### config.mk
export PLATFORM = sky130hd
export DESIGN_NAME = spi_slave_regfile_flat
export DESIGN_NICKNAME = d
export VERILOG_FILES = /design/src/rtl/spi_regfile_pkg.sv /design/src/rtl/spi_slave_regfile_if.sv /design/src/rtl/spi_sync_edge.sv /design/src/rtl/spi_slave_regfile.sv /design/src/flat_wrapper.sv
export SDC_FILE = /design/constraint.sdc
export NUM_CORES = 1
export LEC_CHECK = 0
export ABC_AREA = 1
export CAP_MARGIN = 0
export CORE_ASPECT_RATIO = 0.8
export CORE_MARGIN = 1
export CORE_UTILIZATION = 50
export DETAILED_ROUTE_END_ITERATION = 16
export HOLD_SLACK_MARGIN = 0.15
export PLACE_DENSITY = 0.74
export SLEW_MARGIN = 20
export SYNTH_ARGS = -nofsm -noshare
export SYNTH_HDL_FRONTEND = slang
export SYNTH_SLANG_ARGS = --single-unit
export TNS_END_PERCENT = 30
### constraint.sdc
create_clock -name i_clk -period 6.4 [get_ports i_clk]
set_input_delay 0.64 -clock i_clk [delete_from_list [all_inputs] [get_ports i_clk]]
set_output_delay 0.64 -clock i_clk [all_outputs]
set_load 0.01 [all_outputs]
### src/rtl/spi_regfile_pkg.sv
// Shared types and constants for the SPI slave register file.
// The command byte carries a write flag in its MSB and a start address in its low bits.
package spi_regfile_pkg;

  typedef enum logic [1:0] {
    StIdle,
    StCmd,
    StData
  } state_e;

  localparam int unsigned NUM_REGS_DEFAULT = 6;
  localparam int unsigned CMD_WR_BIT       = 7;
  localparam int unsigned CMD_ADDR_MSB     = 2;
  localparam int unsigned CMD_ADDR_LSB     = 0;
  localparam int unsigned ADDR_W           = CMD_ADDR_MSB - CMD_ADDR_LSB + 1;
  localparam logic [7:0]  INVALID_RD       = 8'h00;

  // Unimplemented addresses still step upward so they wrap through the top of the field to 0.
  function automatic logic [ADDR_W-1:0] next_addr(input logic [ADDR_W-1:0] addr,
                                                  input int unsigned       num_regs);
    logic [ADDR_W-1:0] nxt;
    nxt = addr + 1'b1;
    if (addr == ADDR_W'(num_regs - 1)) nxt = '0;
    return nxt;
  endfunction

endpackage

### src/rtl/spi_slave_regfile_if.sv
// SPI pins plus register-file outputs bundled for the slave and its environment.
interface spi_slave_regfile_if
  import spi_regfile_pkg::*;
#(
  parameter int unsigned NUM_REGS = NUM_REGS_DEFAULT
);

  logic       sclk;
  logic       mosi;
  logic       ss_n;
  logic       miso;
  logic [7:0] slv_reg [NUM_REGS];
  logic       wr_strobe;
  logic       busy;

  modport slave (
    input  sclk, mosi, ss_n,
    output miso, slv_reg, wr_strobe, busy
  );

  modport master (
    output sclk, mosi, ss_n,
    input  miso, slv_reg, wr_strobe, busy
  );

endinterface

### src/rtl/spi_sync_edge.sv
// Multi-flop synchronizer for one asynchronous input with rise/fall detection
// on the synchronized level.
module spi_sync_edge #(
  parameter int unsigned SYNC_STAGES = 2,
  parameter logic        RESET_VAL   = 1'b0
) (
  input  logic i_clk,
  input  logic i_rst_n,
  input  logic i_d,
  output logic o_q,
  output logic o_rise,
  output logic o_fall
);

  logic [SYNC_STAGES-1:0] r_sync;
  logic                   r_prev;

  always_ff @(posedge i_clk or negedge i_rst_n) begin
    if (!i_rst_n) begin
      r_sync <= {SYNC_STAGES{RESET_VAL}};
      r_prev <= RESET_VAL;
    end else begin
      r_sync[0] <= i_d;
      for (int i = 1; i < int'(SYNC_STAGES); i++) begin
        r_sync[i] <= r_sync[i-1];
      end
      r_prev <= r_sync[SYNC_STAGES-1];
    end
  end

  assign o_q    = r_sync[SYNC_STAGES-1];
  assign o_rise = o_q & ~r_prev;
  assign o_fall = ~o_q & r_prev;

endmodule

### src/rtl/spi_slave_regfile.sv
// Mode-0 SPI slave giving read/write access to a small bank of byte registers.
// A command byte selects direction and start address; following bytes auto-increment.
module spi_slave_regfile
  import spi_regfile_pkg::*;
#(
  parameter int unsigned SYNC_STAGES = 2,
  parameter int unsigned NUM_REGS    = NUM_REGS_DEFAULT
) (
  input logic                i_clk,
  input logic                i_rst_n,
  spi_slave_regfile_if.slave spi
);

  logic w_sclk_rise, w_sclk_fall, w_sclk_q;
  logic w_mosi_q, w_mosi_rise, w_mosi_fall;
  logic w_ss_q, w_ss_rise, w_ss_fall;
  logic w_unused_sync;

  spi_sync_edge #(.SYNC_STAGES(SYNC_STAGES), .RESET_VAL(1'b0)) u_sync_sclk (
    .i_clk   (i_clk),
    .i_rst_n (i_rst_n),
    .i_d     (spi.sclk),
    .o_q     (w_sclk_q),
    .o_rise  (w_sclk_rise),
    .o_fall  (w_sclk_fall)
  );

  spi_sync_edge #(.SYNC_STAGES(SYNC_STAGES), .RESET_VAL(1'b0)) u_sync_mosi (
    .i_clk   (i_clk),
    .i_rst_n (i_rst_n),
    .i_d     (spi.mosi),
    .o_q     (w_mosi_q),
    .o_rise  (w_mosi_rise),
    .o_fall  (w_mosi_fall)
  );

  spi_sync_edge #(.SYNC_STAGES(SYNC_STAGES), .RESET_VAL(1'b1)) u_sync_ss (
    .i_clk   (i_clk),
    .i_rst_n (i_rst_n),
    .i_d     (spi.ss_n),
    .o_q     (w_ss_q),
    .o_rise  (w_ss_rise),
    .o_fall  (w_ss_fall)
  );

  assign w_unused_sync = ^{w_sclk_q, w_mosi_rise, w_mosi_fall};

  state_e            r_state;
  logic [6:0]        r_shift;
  logic [2:0]        r_bit_cnt;
  logic [ADDR_W-1:0] r_addr;
  logic              r_write;
  logic [7:0]        r_tx;
  logic              r_wr_strobe;
  logic [7:0]        r_regs [NUM_REGS];

  logic [7:0]        w_byte;
  logic [ADDR_W-1:0] w_cmd_addr;
  logic [ADDR_W-1:0] w_addr_next;
  logic [7:0]        w_rd_cmd;
  logic [7:0]        w_rd_next;
  logic              w_addr_hit;

  assign w_byte      = {r_shift, w_mosi_q};
  assign w_cmd_addr  = w_byte[CMD_ADDR_MSB:CMD_ADDR_LSB];
  assign w_addr_next = next_addr(r_addr, NUM_REGS);

  // Unimplemented addresses read as INVALID_RD and are never hit for writes.
  always_comb begin
    w_rd_cmd   = INVALID_RD;
    w_rd_next  = INVALID_RD;
    w_addr_hit = 1'b0;
    for (int i = 0; i < int'(NUM_REGS); i++) begin
      if (w_cmd_addr == ADDR_W'(i))  w_rd_cmd   = r_regs[i];
      if (w_addr_next == ADDR_W'(i)) w_rd_next  = r_regs[i];
      if (r_addr == ADDR_W'(i))      w_addr_hit = 1'b1;
    end
  end

  always_ff @(posedge i_clk or negedge i_rst_n) begin
    if (!i_rst_n) begin
      r_state     <= StIdle;
      r_shift     <= '0;
      r_bit_cnt   <= '0;
      r_addr      <= '0;
      r_write     <= 1'b0;
      r_tx        <= '0;
      r_wr_strobe <= 1'b0;
      for (int i = 0; i < int'(NUM_REGS); i++) r_regs[i] <= '0;
    end else begin
      r_wr_strobe <= 1'b0;
      if (w_ss_rise) begin
        // Deselect aborts any partial byte; registers keep their contents.
        r_state   <= StIdle;
        r_shift   <= '0;
        r_bit_cnt <= '0;
        r_tx      <= '0;
      end else begin
        unique case (r_state)
          StIdle: begin
            if (w_ss_fall) begin
              r_state   <= StCmd;
              r_shift   <= '0;
              r_bit_cnt <= '0;
              r_tx      <= '0;
            end
          end
          StCmd: begin
            if (w_sclk_rise) begin
              r_shift   <= w_byte[6:0];
              r_bit_cnt <= r_bit_cnt + 3'd1;
              if (r_bit_cnt == 3'd7) begin
                r_state <= StData;
                r_write <= w_byte[CMD_WR_BIT];
                r_addr  <= w_cmd_addr;
                r_tx    <= w_byte[CMD_WR_BIT] ? 8'h00 : w_rd_cmd;
              end
            end
          end
          StData: begin
            if (w_sclk_rise) begin
              r_shift   <= w_byte[6:0];
              r_bit_cnt <= r_bit_cnt + 3'd1;
              if (r_bit_cnt == 3'd7) begin
                if (r_write && w_addr_hit) begin
                  for (int i = 0; i < int'(NUM_REGS); i++) begin
                    if (r_addr == ADDR_W'(i)) r_regs[i] <= w_byte;
                  end
                  r_wr_strobe <= 1'b1;
                end
                r_addr <= w_addr_next;
                r_tx   <= r_write ? 8'h00 : w_rd_next;
              end
            end else if (w_sclk_fall && r_bit_cnt != 3'd0) begin
              // The fall right after a reload must not shift, or the MSB would be lost.
              r_tx <= {r_tx[6:0], 1'b0};
            end
          end
          default: r_state <= StIdle;
        endcase
      end
    end
  end

  assign spi.miso      = r_tx[7];
  assign spi.wr_strobe = r_wr_strobe;
  assign spi.busy      = ~w_ss_q;
  assign spi.slv_reg   = r_regs;

endmodule

### src/flat_wrapper.sv
// flat-port wrapper written by rule: the top's interface ports become plain ports
module spi_slave_regfile_flat import spi_regfile_pkg::*;
#(
  parameter int unsigned SYNC_STAGES = 2,
  parameter int unsigned NUM_REGS    = NUM_REGS_DEFAULT
)
  (i_clk, i_rst_n, spi_sclk, spi_mosi, spi_ss_n, spi_miso, spi_slv_reg, spi_wr_strobe, spi_busy);
  spi_slave_regfile_if #(.NUM_REGS(NUM_REGS)) spi_i ();
  input logic i_clk;
  input logic i_rst_n;
  input wire logic [$bits(spi_i.sclk)-1:0] spi_sclk;
  input wire logic [$bits(spi_i.mosi)-1:0] spi_mosi;
  input wire logic [$bits(spi_i.ss_n)-1:0] spi_ss_n;
  output wire logic [$bits(spi_i.miso)-1:0] spi_miso;
  output wire logic [$bits(spi_i.slv_reg)-1:0] spi_slv_reg;
  output wire logic [$bits(spi_i.wr_strobe)-1:0] spi_wr_strobe;
  output wire logic [$bits(spi_i.busy)-1:0] spi_busy;
  assign spi_i.sclk = spi_sclk;
  assign spi_i.mosi = spi_mosi;
  assign spi_i.ss_n = spi_ss_n;
  assign spi_miso = spi_i.miso;
  assign spi_slv_reg = {>>{spi_i.slv_reg}};
  assign spi_wr_strobe = spi_i.wr_strobe;
  assign spi_busy = spi_i.busy;
  spi_slave_regfile #(.SYNC_STAGES(SYNC_STAGES), .NUM_REGS(NUM_REGS)) u_core (.i_clk(i_clk), .i_rst_n(i_rst_n), .spi(spi_i));
endmodule
# After elaboration in Yosys (flattened, before gate mapping)
# Cells that the tools add are included.
dict set report op_classes {
  add_sub_neg 2
  eq_ne 29
  muxes 52
  bitwise_logic 9
  n_reduce_logical 22
}
# operator n
set op_table {}
lappend op_table {{two-way mux 8 bit} 21}
lappend op_table {{AND reduction 6 bit} 8}
lappend op_table {{two-way mux 3 bit} 8}
lappend op_table {{one-hot mux 8 bit (3 select lines)} 1}
lappend op_table {{equality test 3 bit (second input constant)} 7}
lappend op_table {{two-way mux 7 bit} 3}
lappend op_table {{equality test 3 x 2 -> 1 bit (second input constant)} 6}
lappend op_table {{one-hot mux 7 bit (2 select lines)} 1}
lappend op_table {{one-hot mux 3 bit (2 select lines)} 2}
lappend op_table {{two-way mux 1 bit} 11}
lappend op_table {{equality test 3 x 1 -> 1 bit (second input constant)} 3}
lappend op_table {{zero test 3 bit} 3}
lappend op_table {{two-way mux 2 bit} 4}
lappend op_table {{!= test 4 x 3 -> 1 bit (second input constant)} 2}
lappend op_table {{AND reduction 4 bit} 2}
lappend op_table {{adder 3 x 1 -> 3 bit (second input constant)} 2}
lappend op_table {{!= test 2 bit (second input constant)} 3}
lappend op_table {{!= test 3 bit (second input constant)} 2}
lappend op_table {{one-hot mux 2 bit (3 select lines)} 1}
lappend op_table {{nonzero test 3 bit} 2}
lappend op_table {{NOT 1 bit} 5}
lappend op_table {{bitwise AND 1 bit} 4}
lappend op_table {{!= test 2 x 1 -> 1 bit (second input constant)} 2}
lappend op_table {{nonzero test 4 bit} 1}
lappend op_table {{other kinds (9)} 10}
dict set report totals {
  regBits 81
  output_inout_bits 51
}

# Longest topological paths before layout
# Gate-level depths: netlist (run 1).
dict set report logic_depth {
  ltp_word 14
  depth_mapped 18
  mapped_depth_nobuf 16
}

# Cells and area by module
# From an unflattened synthesis (run 1), not the netlist that was laid out.
dict set report hier_totals {
  hier_cells 586
  area_unflattened_um2 4510.6
}
# mod n_inst cells_per_inst area_each_um2 seq_area_each_um2
set by_module_without_submodules {}
lappend by_module_without_submodules {spi_slave_regfile 1 565 4236.6 1826.8}
lappend by_module_without_submodules {{spi_sync_edge (u_core.u_sync_mosi ...)} 2 7 90.1 75.1}
lappend by_module_without_submodules {{spi_sync_edge (u_core.u_sync_ss)} 1 7 93.8 78.8}

# Worst setup path after synthesis (run 1)
# OpenSTA, ideal clock, no wires.
dict set report synth_timing {
  path_type {flip-flop to flip-flop}
  startpoint {register u_core.r_addr[2]}
  endpoint {register u_core.r_tx[2]}
  setup_ns 0.118
  t_arrival_ns 2.046
  required_time_ns 6.282
  path_slack_ns 4.236
  path_stages_with_launch 16
  period_less_slack_ns 2.164
  path_cell_list {dfrtp_1 inv_1 clkbuf_1 ha_1 buf_2 inv_1 nand2_1 or2_2 nand2_1 nand2_1 nand2_1 nand2_1 nand2_1 nand2_1 nand2_1 nand2_1}
}
dict set report synth_between {
  elab_chain_cells 14
  elab_cells_between_ends 20
}
# item line_no
set synth_rtl {}
lappend synth_rtl {{start: declaration} spi_slave_regfile.sv:51} ;# logic [ADDR_W-1:0] r_addr;
lappend synth_rtl {{start signal: assignment} spi_slave_regfile.sv:115} ;# r_addr <= w_cmd_addr;
lappend synth_rtl {{start signal: assignment} spi_slave_regfile.sv:131} ;# r_addr <= w_addr_next;
lappend synth_rtl {{adder 3 x 1 -> 3 bit or equality test 3 bit (tied branches)} {spi_regfile_pkg.sv:22, spi_regfile_pkg.sv:23}}
lappend synth_rtl {{two-way mux 3 bit *} spi_regfile_pkg.sv:23} ;# if (addr == ADDR_W'(num_regs - 1)) nxt = '0;
lappend synth_rtl {{zero test 3 bit} spi_slave_regfile.sv:75} ;# if (w_addr_next == ADDR_W'(i)) w_rd_next = r_regs[i];
lappend synth_rtl {{two-way mux 8 bit (5 in a row)} spi_slave_regfile.sv:75}
lappend synth_rtl {{two-way mux 8 bit *} spi_slave_regfile.sv:75}
lappend synth_rtl {{two-way mux 8 bit *} spi_slave_regfile.sv:132} ;# r_tx <= r_write ? 8'h00 : w_rd_next;
lappend synth_rtl {{two-way mux 8 bit *} spi_slave_regfile.sv:124} ;# if (r_bit_cnt == 3'd7) begin
lappend synth_rtl {{two-way mux 8 bit *} spi_slave_regfile.sv:121} ;# if (w_sclk_rise) begin
lappend synth_rtl {{one-hot mux 8 bit (3 select lines) *} spi_slave_regfile.sv:99} ;# unique case (r_state)
lappend synth_rtl {{two-way mux 8 bit *} spi_slave_regfile.sv:92} ;# if (w_ss_rise) begin
lappend synth_rtl {{end signal: assignment} spi_slave_regfile.sv:116} ;# r_tx <= w_byte[CMD_WR_BIT] ? 8'h00 : w_rd_cmd;
lappend synth_rtl {{end signal: assignment} spi_slave_regfile.sv:132}
lappend synth_rtl {{end signal: assignment} spi_slave_regfile.sv:136} ;# r_tx <= {r_tx[6:0], 1'b0};
lappend synth_rtl {{end: declaration} spi_slave_regfile.sv:53} ;# logic [7:0] r_tx;
# Mark *: on every way between the ends. The rest lies on a longest branch, timed or not. The select of a mux whose other input is x is not followed.
# A chain may end at the register's enable or synchronous reset.

# Final worst setup path (run 1)
dict set report layout_timing {
  startpoint {register u_core.r_addr[2]}
  endpoint {register u_core.r_tx[4]}
}
# The elaborated chain is that of the path after synthesis.

==> results of run 1 <==
## critical path, delay by kind of cell, from the launching register on
| kind | cells | cell delay (ns) |
|---|---|---|
| adders and majority gates | 1 | 0.73 |
| DFF | 1 | 0.60 |
| and+or+nand+nor | 11 | 1.16 |
| buffers and inverters | 2 | 0.46 |
## final cells by class
class,instances,area (um2)
Inverter,84,315
Sequential cell,81,2030
Tap cell,112,140
Clock inverter,6,76.3
Fill cell,823,3310
Timing Repair Buffer,55,552
Multi-Input combinational cell,431,2000
Clock buffer,10,128
## routing by layer
layer	GRT usage (%)	up-vias
met5	0	-
met4	13.7	0
met3	6.77	34
met2	45.8	176
met1	44.6	1984
li1	-	2049
## Yosys cell counts
| master | n |
|---|---|
| or2_2 | 1 |
| ha_1 | 8 |
| o211a_1 | 1 |
| nor2_4 | 3 |
| a31oi_1 | 1 |
| nand4_1 | 11 |
| buf_6 | 2 |
| nand2_2 | 1 |
| nand3_1 | 44 |
| inv_2 | 2 |
| inv_1 | 82 |
| nand2_1 | 241 |
| nor2_2 | 1 |
| a21oi_1 | 20 |
| nor2_1 | 12 |
| nand3_4 | 1 |
| o21ai_0 | 71 |
| o211ai_1 | 2 |
| dfrtp_1 | 78 |
| o21a_1 | 3 |
| a22oi_1 | 1 |
| o2111ai_1 | 3 |
| nor4_4 | 1 |
| clkbuf_1 | 10 |
| buf_2 | 9 |
| nor3_2 | 1 |
| buf_4 | 1 |
| nor3_1 | 4 |
| dfstp_2 | 3 |
## power by group
group	switching, mW	leakage, nW	internal [mW]
Clock	0.210	0.103	0.187
Sequential	0.0333	1.11	0.537
Combinational	0.225	1.33	0.0791
## cell families (layout without fill, tap and decap cells)
kind of cell / after synthesis / after routing / share of synthesized area [%]
AOI/OAI and AO/OA: 102 / 102 / 12.2
and+or+nand+nor: 321 / 321 / 30.5
DFF: 81 / 81 / 45.5
buffers and inverters: 106 / 155 / 9.59
adders and majority gates: 8 / 8 / 2.24
## path summary, 6_finish.rpt
kind	from	end	slack [ns]	cells after the start
min	i_rst_n	u_core.spi.slv_reg[32]$_DFFE_PN0P_	0.29	1
max in group asynchronous	i_rst_n	u_core.spi.slv_reg[0]$_DFFE_PN0P_	5.59	1
min reg2reg	u_core.u_sync_sclk.r_sync[0]$_DFF_PN0_	u_core.u_sync_sclk.r_sync[1]$_DFF_PN0_	0.36	0
min in group i_clk	u_core.u_sync_sclk.r_sync[0]$_DFF_PN0_	u_core.u_sync_sclk.r_sync[1]$_DFF_PN0_	0.36	0
max reg2reg	u_core.r_addr[2]$_DFFE_PN0P_	u_core.r_tx[4]$_DFFE_PN0P_	3.39	14
max	u_core.r_addr[2]$_DFFE_PN0P_	u_core.r_tx[4]$_DFFE_PN0P_	3.39	14
## metrics by stage
stage          worst slack, ns  instances
2_1_floorplan             4.24        618
3_3_place_gp              3.57        763
3_5_place_dp              3.49        763
4_1_cts                   3.45        779
5_1_grt                   3.01        779
6_report                  3.39        779
==> run_results.csv, run 1 <==
group,metric,value,unit
route,antenna_left,0,
worst_setup_path,cp_slowest_cell,"ha_1",
worst_setup_path,cp.arrival,3.31,ns
power,power_density,242,mW/mm2
clocking,post_cts_buffers,0,
route,wl_met2,5910,um
clocking,cts_resized,0,
logic_synthesis,ys_warn_count,0,
worst_setup_path,cp_common_cell,"nand2_1",
outcome,status,"finished, final reports clean",
logic_synthesis,syn_area,0.00446,mm2
timing,fmax,333,MHz
logic_synthesis,syn_nets,631,
timing,worst_pin_slew,1.04,ns
timing,grt_setup_unrepaired,"no",
logic_synthesis,ys_ff_latch,81,
grt,overflow,0,
clocking,cts.sinks,81,
route,drc,0,
final_layout,most-common-layout-cells,"nand2_1 (241), inv_1 (82), dfrtp_1 (78)",
floorplanning,die_area,0.00931,mm2
route,m1WireLength,6170,um
placement,io_buffers,55,
worst_setup_path,path_cells,"inv_1 > ha_1 > inv_1 > nor2_1 > nand2_1 > nand3_1 > nand2_1 > nand2_1 > nand2_1 > nand2_1 > nand2_1 > nand2_1 > nand2_1 > nand2_1",
placement,place.gp.congestion,0.972,
timing,drv_slew,0,
final_layout,fin_area,0.00525,mm2
final_layout,final_common_cell,"nand2_1",
route,drt_iter0_markers,435,
worst_setup_path,end_kind,"flip-flop",
timing,hold_violations,0,
route,vias_per_cell,5.45,
route,met3_length,981,um
final_layout,drive_above_1_share,4.50,%
final_layout,n_antenna_cell,0,
route,vias,4243,
final_layout,synthToLayoutAreaGrowth,17.6,%
clocking,cts.path.max_buffers,2,
clocking,htree_levels,3,
timing,period_share,47.0,%
logic_synthesis,syn-instance-count,618,
logic_synthesis,yosysUniqueCellTypes,29,
floorplanning,start_util,52.1,%
power,power.leakage,2.54,nW
grt,antenna_found_initial,0,
placement,placed_area,0.00504,mm2
timing,fin_hold_ws,0.293,ns
timing,setup_violations,0,
clocking,hold_buffers,0,
clocking,path_clk_slew,0.09,ns
grt,grt_pass1_vias,3996,
clocking,cts_inserted_buffers,9,
timing,slew_headroom,30.2,%
power,finalPower,1.27,mW
worst_setup_path,cp-start-kind,"flip-flop",
floorplanning,core,0.00856,mm2
worst_hold_path,hold_class,"in -> async",
logic_synthesis,syn_avg_cell_area,7.22,um2
logic_synthesis,synth_top_area_share,43.7,%
logic_synthesis,synth_area_leaders,"dfrtp_1 (44%), nand2_1 (20%), o21ai_0 (8.0%), inv_1 (6.9%), nand3_1 (4.9%)",
timing,skew,0.00920,ns
floorplanning,die_h,86.5,um
floorplanning,fp.dieW,108,um
logic_synthesis,ys_seq_area_share,45.5,%
final_layout,largest_register_ffs,48,
final_layout,utilization,61.3,%
worst_setup_path,worstSetupPathType,"reg -> reg",
worst_setup_path,crit_fanout,18,
grt,grt_pass1_wl,21400,um
clocking,cts_tree,"built",
clocking,root_buffer,"clkbuf_8",
timing,period_needed,3.01,ns
placement,dpl.hpwl,9690,um
worst_setup_path,critPathMaxStageDelay,0.73,ns
worst_setup_path,worstPathRequired,6.71,ns
final_layout,finalNetCount,675,
route,drt-wirelength-per-cell,17.3,um
grt,grt_use_total,31.3,%
power,ir_worst_vdd,200,uV
job,cap_violations,0,
route,highest_layer,"met4",
route,wl,13500,um
floorplanning,ios,56,
floorplanning,rows,30,
clocking,clk_latency,0.37,ns
logic_synthesis,yosys.area.top_type,"dfrtp_1",
route,firstDrtPassIters,5,
grt,grt_max_degree,82,
timing,setup_tns,0,ns
(Power assumes the default switching activity.)
==> run 2: changes to the inputs <==
--- a/config.mk
+++ b/config.mk
@@ -12,7 +12,7 @@
 export CORE_UTILIZATION = 50
 export DETAILED_ROUTE_END_ITERATION = 16
 export HOLD_SLACK_MARGIN = 0.15
-export PLACE_DENSITY = 0.74
+export PLACE_DENSITY = 0.77
 export SLEW_MARGIN = 20
 export SYNTH_ARGS = -nofsm -noshare
 export SYNTH_HDL_FRONTEND = slang
==> constraint.sdc (replaced) <==
create_clock -name i_clk -period 2.4 [get_ports i_clk]
set_input_delay 0.24 -clock i_clk [delete_from_list [all_inputs] [get_ports i_clk]]
set_output_delay 0.24 -clock i_clk [all_outputs]
set_load 0.01 [all_outputs]
==> run 2 against run 1 <==
Compared with the run above: routed wire length shrank 5.1%; sequential power grew to 2.6 times the previous value; non-clock buffer count grew 21; power grew to 2.6 times the previous value; register-to-register slack lost 3.2 ns; clock skew grew 0.0031 ns; maximum frequency grew 38%; cell count grew 2.7%; hold slack lost 0.016 ns; die area is the same.
==> run_results.csv, run 2 (synthesized netlist as in run 1, its figures left out) <==
group,metric,value,unit
grt,grt_pass1_vias,3989,
grt,antenna_found_initial,0,
timing,hold_violations,0,
timing,drv_slew,0,
outcome,status,"finished, final reports clean",
power,p_seq_share,45.0,%
clocking,cts_resized,0,
final_layout,register_area,0.00203,mm2
clocking,cts_tree,"built",
timing,slew_headroom,64.3,%
route,drt_iter0_markers,369,
timing,setup_tns,0,ns
grt,met3_usage,6.24,%
worst_setup_path,rrSetupSlack,0.23,ns
worst_setup_path,cp.arrival,2.42,ns
floorplanning,core,0.00856,mm2
job,cap_violations,0,
placement,io_buffers,55,
power,p_sw,1.23,mW
worst_setup_path,end_kind,"flip-flop",
worst_hold_path,hold_class,"in -> reg",
worst_setup_path,cp-endpoint,"u_core.spi.slv_reg[4]$_DFFE_PN0P_",
final_layout,largest_register_ffs,48,
floorplanning,fp.dieW,108,um
floorplanning,ios,56,
timing,period_needed,2.17,ns
timing,setup_violations,0,
floorplanning,rows,30,
route,firstDrtPassIters,6,
route,antenna_left,0,
clocking,path_clk_slew,0.09,ns
timing,period_share,90.4,%
worst_setup_path,worstPathRequired,2.65,ns
final_layout,n_antenna_cell,0,
power,power.leakage,2.63,nW
power,p_int,2.11,mW
route,vias_per_cell,5.38,
final_layout,synthToLayoutAreaGrowth,20.8,%
worst_setup_path,worstSetupPathType,"reg -> reg",
clocking,root_buffer,"clkbuf_8",
grt,grt_use_total,29.5,%
clocking,clk_latency,0.36,ns
grt,grt_max_degree,48,
clocking,cts.path.max_buffers,2,
power,ir_worst_vdd,470,uV
grt,use_met2,42.8,%
floorplanning,die_area,0.00931,mm2
route,vias,4306,
final_layout,finalNetCount,696,
worst_setup_path,cp-start-kind,"flip-flop",
power,finalPower,3.33,mW
placement,dpl.hpwl,9530,um
floorplanning,die_h,86.5,um
floorplanning,start_util,52.1,%
timing,fmax,461,MHz
grt,busiest_layer,"met1",
worst_setup_path,timing.rr.start,"u_core.u_sync_ss.r_prev$_DFF_PN1_",
worst_setup_path,crit_fanout,16,
timing,worst_pin_slew,0.536,ns
final_layout,most-common-layout-cells,"nand2_1 (241), inv_1 (82), dfrtp_1 (78)",
final_layout,drive_above_1_share,7.27,%
timing,skew,0.0123,ns
final_layout,multi_input_area,0.00200,mm2
grt,overflow,0,
route,drt-wirelength-per-cell,16.0,um
worst_setup_path,reg2reg_to,"u_core.spi.slv_reg[4]$_DFFE_PN0P_",
power,p_comb_share,26.9,%
worst_setup_path,cp-startpoint,"u_core.u_sync_ss.r_prev$_DFF_PN1_",
timing,grt_setup_unrepaired,"no",
power,power_density,619,mW/mm2
route,drc,0,
grt,grt_use_met1,43.4,%
clocking,cts.sinks,81,
worst_setup_path,reg2regPathDepth,9,
placement,place.gp.congestion,0.975,
route,wl,12800,um
clocking,cts_inserted_buffers,9,
final_layout,final_common_cell,"nand2_1",
clocking,htree_levels,3,
grt,grt_pass1_wl,20500,um
final_layout,fillers,796,
clocking,post_cts_buffers,0,
power,swShare,36.8,%
power,p_clk_share,28.1,%
## run 2: layout make-up
| class | instances | area share (%) |
|---|---|---|
| clock inverter | 6 | 0.975 |
| tap | 112 | 2.60 |
| timing repair buffer | 76 | 13.4 |
| multi-input combinational | 431 | 37.2 |
| sequential | 81 | 37.7 |
| clock buffer | 10 | 2.37 |
| inverter | 84 | 5.85 |
## run 2: critical path: stages (launching register included)
cell	delay, ns
dfstp_2	0.52
inv_1	0.03
ha_1	0.22
inv_1	0.11
nand2_1	0.11
nor4_4	0.26
nand2_2	0.21
nor2_4	0.33
nand2_1	0.10
o21ai_0	0.14
## run 2: what timing repair did
action                                  4_1_cts  5_1_grt
endpoints found under the setup margin        0        0
hold endpoints to repair                     31        0
hold buffers                                  1        0
## run 2: worst min path at each step
stage | startpoint | endpoint | cells after the start
2_1_floorplan | i_rst_n | u_core.r_addr[0]$_DFFE_PN0P_ | 0
4_1_cts | spi_ss_n | u_core.u_sync_ss.r_sync[0]$_DFF_PN1_ | 1
3_5_place_dp | i_rst_n | u_core.spi.slv_reg[33]$_DFFE_PN0P_ | 1
3_3_place_gp | i_rst_n | u_core.spi.slv_reg[33]$_DFFE_PN0P_ | 1
5_1_grt | spi_ss_n | u_core.u_sync_ss.r_sync[0]$_DFF_PN1_ | 1
6_report | spi_ss_n | u_core.u_sync_ss.r_sync[0]$_DFF_PN1_ | 1
## run 2: layer usage
metal  part of all wire [%]  vias up
li1                       -     2091
met1                     45     1966
met2                     43      218
met3                     10       31
met4                    2.7        0
met5                      0        -
## run 2: power groups by stage
stage	registers (mW)	logic, mW	clock network [mW]
4_1_cts	1.50	0.888	0.958
2_1_floorplan	1.49	0.607	0
6_report	1.50	0.896	0.938
3_3_place_gp	1.52	0.868	0
5_1_grt	1.51	1.02	1.01
3_5_place_dp	1.52	0.883	0
## run 2: metrics by stage
step / area, um2 / utilization (%) / setup slack (ns) / cells / hold slack, ns
after floorplan: 4460 / - / 0.236 / 618 / -0.0556
after global placement: 5200 / 60.8 / 0.296 / 783 / 0.221
after detailed placement: 5200 / 60.8 / 0.261 / 783 / 0.227
after CTS: 5390 / 63.0 / 0.241 / 800 / 0.266
after global routing: 5390 / 63.0 / 0.0247 / 800 / 0.276
final: 5390 / 63.0 / 0.229 / 800 / 0.278
==> run 3: changes to the inputs <==
--- a/config.mk
+++ b/config.mk
@@ -5,7 +5,7 @@
 export SDC_FILE = /design/constraint.sdc
 export NUM_CORES = 1
 export LEC_CHECK = 0
-export ABC_AREA = 1
+export ABC_AREA = 0
 export CAP_MARGIN = 0
 export CORE_ASPECT_RATIO = 0.8
 export CORE_MARGIN = 1
@@ -13,6 +13,7 @@
 export DETAILED_ROUTE_END_ITERATION = 16
 export HOLD_SLACK_MARGIN = 0.15
 export PLACE_DENSITY = 0.77
+export SETUP_SLACK_MARGIN = 0.5
 export SLEW_MARGIN = 20
 export SYNTH_ARGS = -nofsm -noshare
 export SYNTH_HDL_FRONTEND = slang
==> constraint.sdc (replaced) <==
create_clock -name i_clk -period 2.4 [get_ports i_clk]
set_input_delay 0.24 -clock i_clk [delete_from_list [all_inputs] [get_ports i_clk]]
set_output_delay 0.24 -clock i_clk [all_outputs]
set_load 0.1 [all_outputs]
==> run 3 against run 2 <==
Compared with the run above: via count down 12%; utilization up 2.6 points; critical path depth down 1; critical path type unchanged; critical endpoint is now u_core.r_tx[5]$_DFFE_PN0P_; highest routed layer unchanged.
==> run_results.csv, run 3 <==
group,metric,value,unit
worst_setup_path,timing.rr.start,"u_core.r_addr[0]$_DFFE_PN0P_",
worst_setup_path,worstPathRequired,2.64,ns
logic_synthesis,async_flop_share,100,%
route,firstDrtPassIters,5,
floorplanning,die_h,86.4,um
logic_synthesis,ys_top_cells_by_count,"dfrtp_1 (78), mux2_2 (57), nand2_1 (35), o21ai_0 (35), nor2_1 (16)",
grt,antenna_found_initial,0,
logic_synthesis,yosys.area.top_type,"dfrtp_1",
final_layout,finalNonFillerCells,599,
timing,period_needed,2.07,ns
grt,grt_pass1_vias,3655,
floorplanning,core,0.00856,mm2
logic_synthesis,yosysMostFrequentCell,"dfrtp_1",
power,power.leakage,2.52,nW
timing,hold_violations,0,
route,drt-wirelength-per-cell,20.8,um
placement,io_buffers,55,
clocking,cts.path.max_buffers,2,
grt,grt_max_degree,54,
power,ir_worst_vdd,346,uV
logic_synthesis,yosysUniqueCellTypes,61,
placement,place.gp.congestion,0.952,
grt,grt_pass1_wl,19500,um
placement,dpl.hpwl,8640,um
route,drt_iter0_markers,435,
floorplanning,fp.dieW,108,um
final_layout,final_common_cell,"dfrtp_1",
logic_synthesis,syn_nets,419,
clocking,cts_inserted_buffers,9,
clocking,path_clk_slew,0.09,ns
worst_setup_path,worstSetupPathType,"reg -> reg",
placement,place_inst,567,
clocking,cts.sinks,81,
logic_synthesis,syn_avg_cell_area,11.0,um2
final_layout,drive_above_1_share,41.9,%
timing,setup_tns,0,ns
timing,fmax,484,MHz
timing,worst_pin_slew,0.693,ns
worst_hold_path,holdCritStartpoint,"spi_ss_n",
worst_setup_path,end_kind,"flip-flop",
logic_synthesis,syn-instance-count,406,
route,antenna_left,0,
grt,overflow,0,
final_layout,most-common-layout-cells,"dfrtp_1 (78), buf_4 (77), mux2_2 (48)",
final_layout,n_antenna_cell,0,
final_layout,largest_register_ffs,48,
timing,period_share,86.1,%
final_layout,finalNetCount,495,
floorplanning,die_area,0.00930,mm2
logic_synthesis,synth_area_leaders,"dfrtp_1 (44%), mux2_2 (14%), o21ai_0 (3.9%), nand2_1 (2.9%), ha_1 (2.2%)",
worst_setup_path,cp_slowest_cell,"dfrtp_1",
logic_synthesis,ys_ff_latch,81,
logic_synthesis,synth_edf_count,0,
power,power_density,608,mW/mm2
timing,slew_headroom,53.8,%
worst_hold_path,hold_class,"in -> reg",
grt,grt_use_total,27.7,%
clocking,cts_tree,"built",
route,vias_per_cell,6.34,
clocking,clk_latency,0.35,ns
floorplanning,start_util,52.1,%
logic_synthesis,syn_area,0.00446,mm2
worst_setup_path,cp.arrival,2.30,ns
logic_synthesis,synth_top_area_share,43.8,%
worst_setup_path,cp_common_cell,"buf_6",
floorplanning,rows,30,
final_layout,synthToLayoutAreaGrowth,26.0,%
timing,drv_slew,0,
worst_setup_path,critPathMaxStageDelay,0.39,ns
timing,setup_violations,0,
clocking,htree_levels,3,
route,drc,0,
logic_synthesis,ys_warn_count,0,
timing,grt_setup_unrepaired,"yes",
clocking,root_buffer,"clkbuf_8",
route,wl,12500,um
worst_setup_path,path_cells,"and2_4 > ha_4 > buf_6 > or3_4 > buf_6 > o21ai_2 > o21ai_1 > a221o_1",
floorplanning,ios,56,
worst_setup_path,cp-start-kind,"flip-flop",
route,vias,3796,
outcome,status,"finished, final reports clean",
worst_setup_path,crit_fanout,6,
job,cap_violations,0,
logic_synthesis,synth_ff_type,"dfrtp_1",
logic_synthesis,ys_seq_area_share,45.6,%
timing,skew,0.00802,ns
worst_setup_path,cp-startpoint,"u_core.r_addr[0]$_DFFE_PN0P_",
[run 3: cell count changes after synthesis, sizes merged, moves of 9 or more]
cell	before	now
mux2i	0	9
nand2	242	35
a21oi	20	7
o21ai	71	36
nand3	45	3
nand4	11	1
inv	84	14
mux2	0	57
nor2b	0	9
[run 3: power by group]
group          leakage [nW]  switching, mW  total [mW]  internal (mW)
Clock                 0.107          0.535        1.13          0.593
Combinational          1.31          0.508       0.792          0.284
Sequential             1.11         0.0728        1.50           1.42
Total                  2.52           1.12        3.42           2.30
[run 3: cells by family (layout without fill, tap and decap cells)]
logic type / count (synthesis) / in the layout / synth area share, %
AOI/OAI and AO/OA: 113 / 113 / 18.4
DFF: 81 / 81 / 45.6
muxes: 66 / 66 / 16.4
and+or+nand+nor: 99 / 99 / 13.2
buffers and inverters: 39 / 120 / 4.18
adders and majority gates: 8 / 8 / 2.25
[run 3: area by class of cell]
type | instances | area [um2]
Clock buffer | 10 | 128
Clock inverter | 6 | 90.1
Fill cell | 655 | 2940
Inverter | 15 | 61.3
Multi-Input combinational cell | 286 | 2440
Sequential cell | 81 | 2030
Tap cell | 112 | 140
Timing Repair Buffer | 89 | 726
[run 3: worst paths after layout]
| kind | to | slack, ns | depth (start not counted) |
|---|---|---|---|
| worst max-delay path | u_core.r_tx[5]$_DFFE_PN0P_ | 0.33 | 8 |
| worst min-delay path | u_core.u_sync_ss.r_sync[0]$_DFF_PN1_ | 0.29 | 1 |
| worst max register to register | u_core.r_tx[5]$_DFFE_PN0P_ | 0.33 | 8 |
| worst min register to register | u_core.u_sync_sclk.r_sync[1]$_DFF_PN0_ | 0.35 | 0 |
| max in group asynchronous | u_core.spi.slv_reg[45]$_DFFE_PN0P_ | 1.32 | 3 |
| min in group asynchronous | u_core.r_bit_cnt[0]$_DFFE_PN0P_ | 0.47 | 2 |
[run 3: metrics by stage]
stage / power [mW] / hold WS [ns] / worst slack [ns] / util, % / area [um2]
2_1_floorplan: 1.99 / -0.0556 / 0.162 / - / 4540
3_3_place_gp: 2.21 / 0.319 / 0.274 / 59.5 / 5090
6_report: 3.42 / 0.291 / 0.334 / 65.6 / 5610
4_1_cts: 3.37 / 0.284 / 0.358 / 63.7 / 5450
3_5_place_dp: 2.23 / 0.336 / 0.226 / 59.5 / 5090
5_1_grt: 3.57 / 0.284 / 0.282 / 65.6 / 5610
[run 3: metal layers]
layer | global-route usage [%] | vias up | routed length, um
met1 | 39.3 | 1869 | 5490
li1 | - | 1691 | -
met2 | 43.1 | 203 | 5750
met4 | 9.34 | 0 | 249
met3 | 4.89 | 33 | 989
met5 | 0 | - | 0
[run 3: critical path, delay by kind of cell (launching register included)]
| kind | cells | cell delay (ns) |
|---|---|---|
| flip-flops | 1 | 0.39 |
| adder cells (fa/ha/maj) | 1 | 0.25 |
| buffers and inverters | 2 | 0.28 |
| AO/OA/AOI/OAI | 3 | 0.51 |
| AND/OR/NAND/NOR | 2 | 0.51 |
[run 3: what timing repair did]
| action | 4_1_cts | 5_1_grt |
|---|---|---|
| pin swaps | 21 | 9 |
| endpoints found under the hold margin | 49 | 0 |
| buffers inserted | 10 | 5 |
| hold buffers | 1 | 0 |
| setup endpoints to repair | 56 | 56 |
| resized for setup | 24 | 32 |
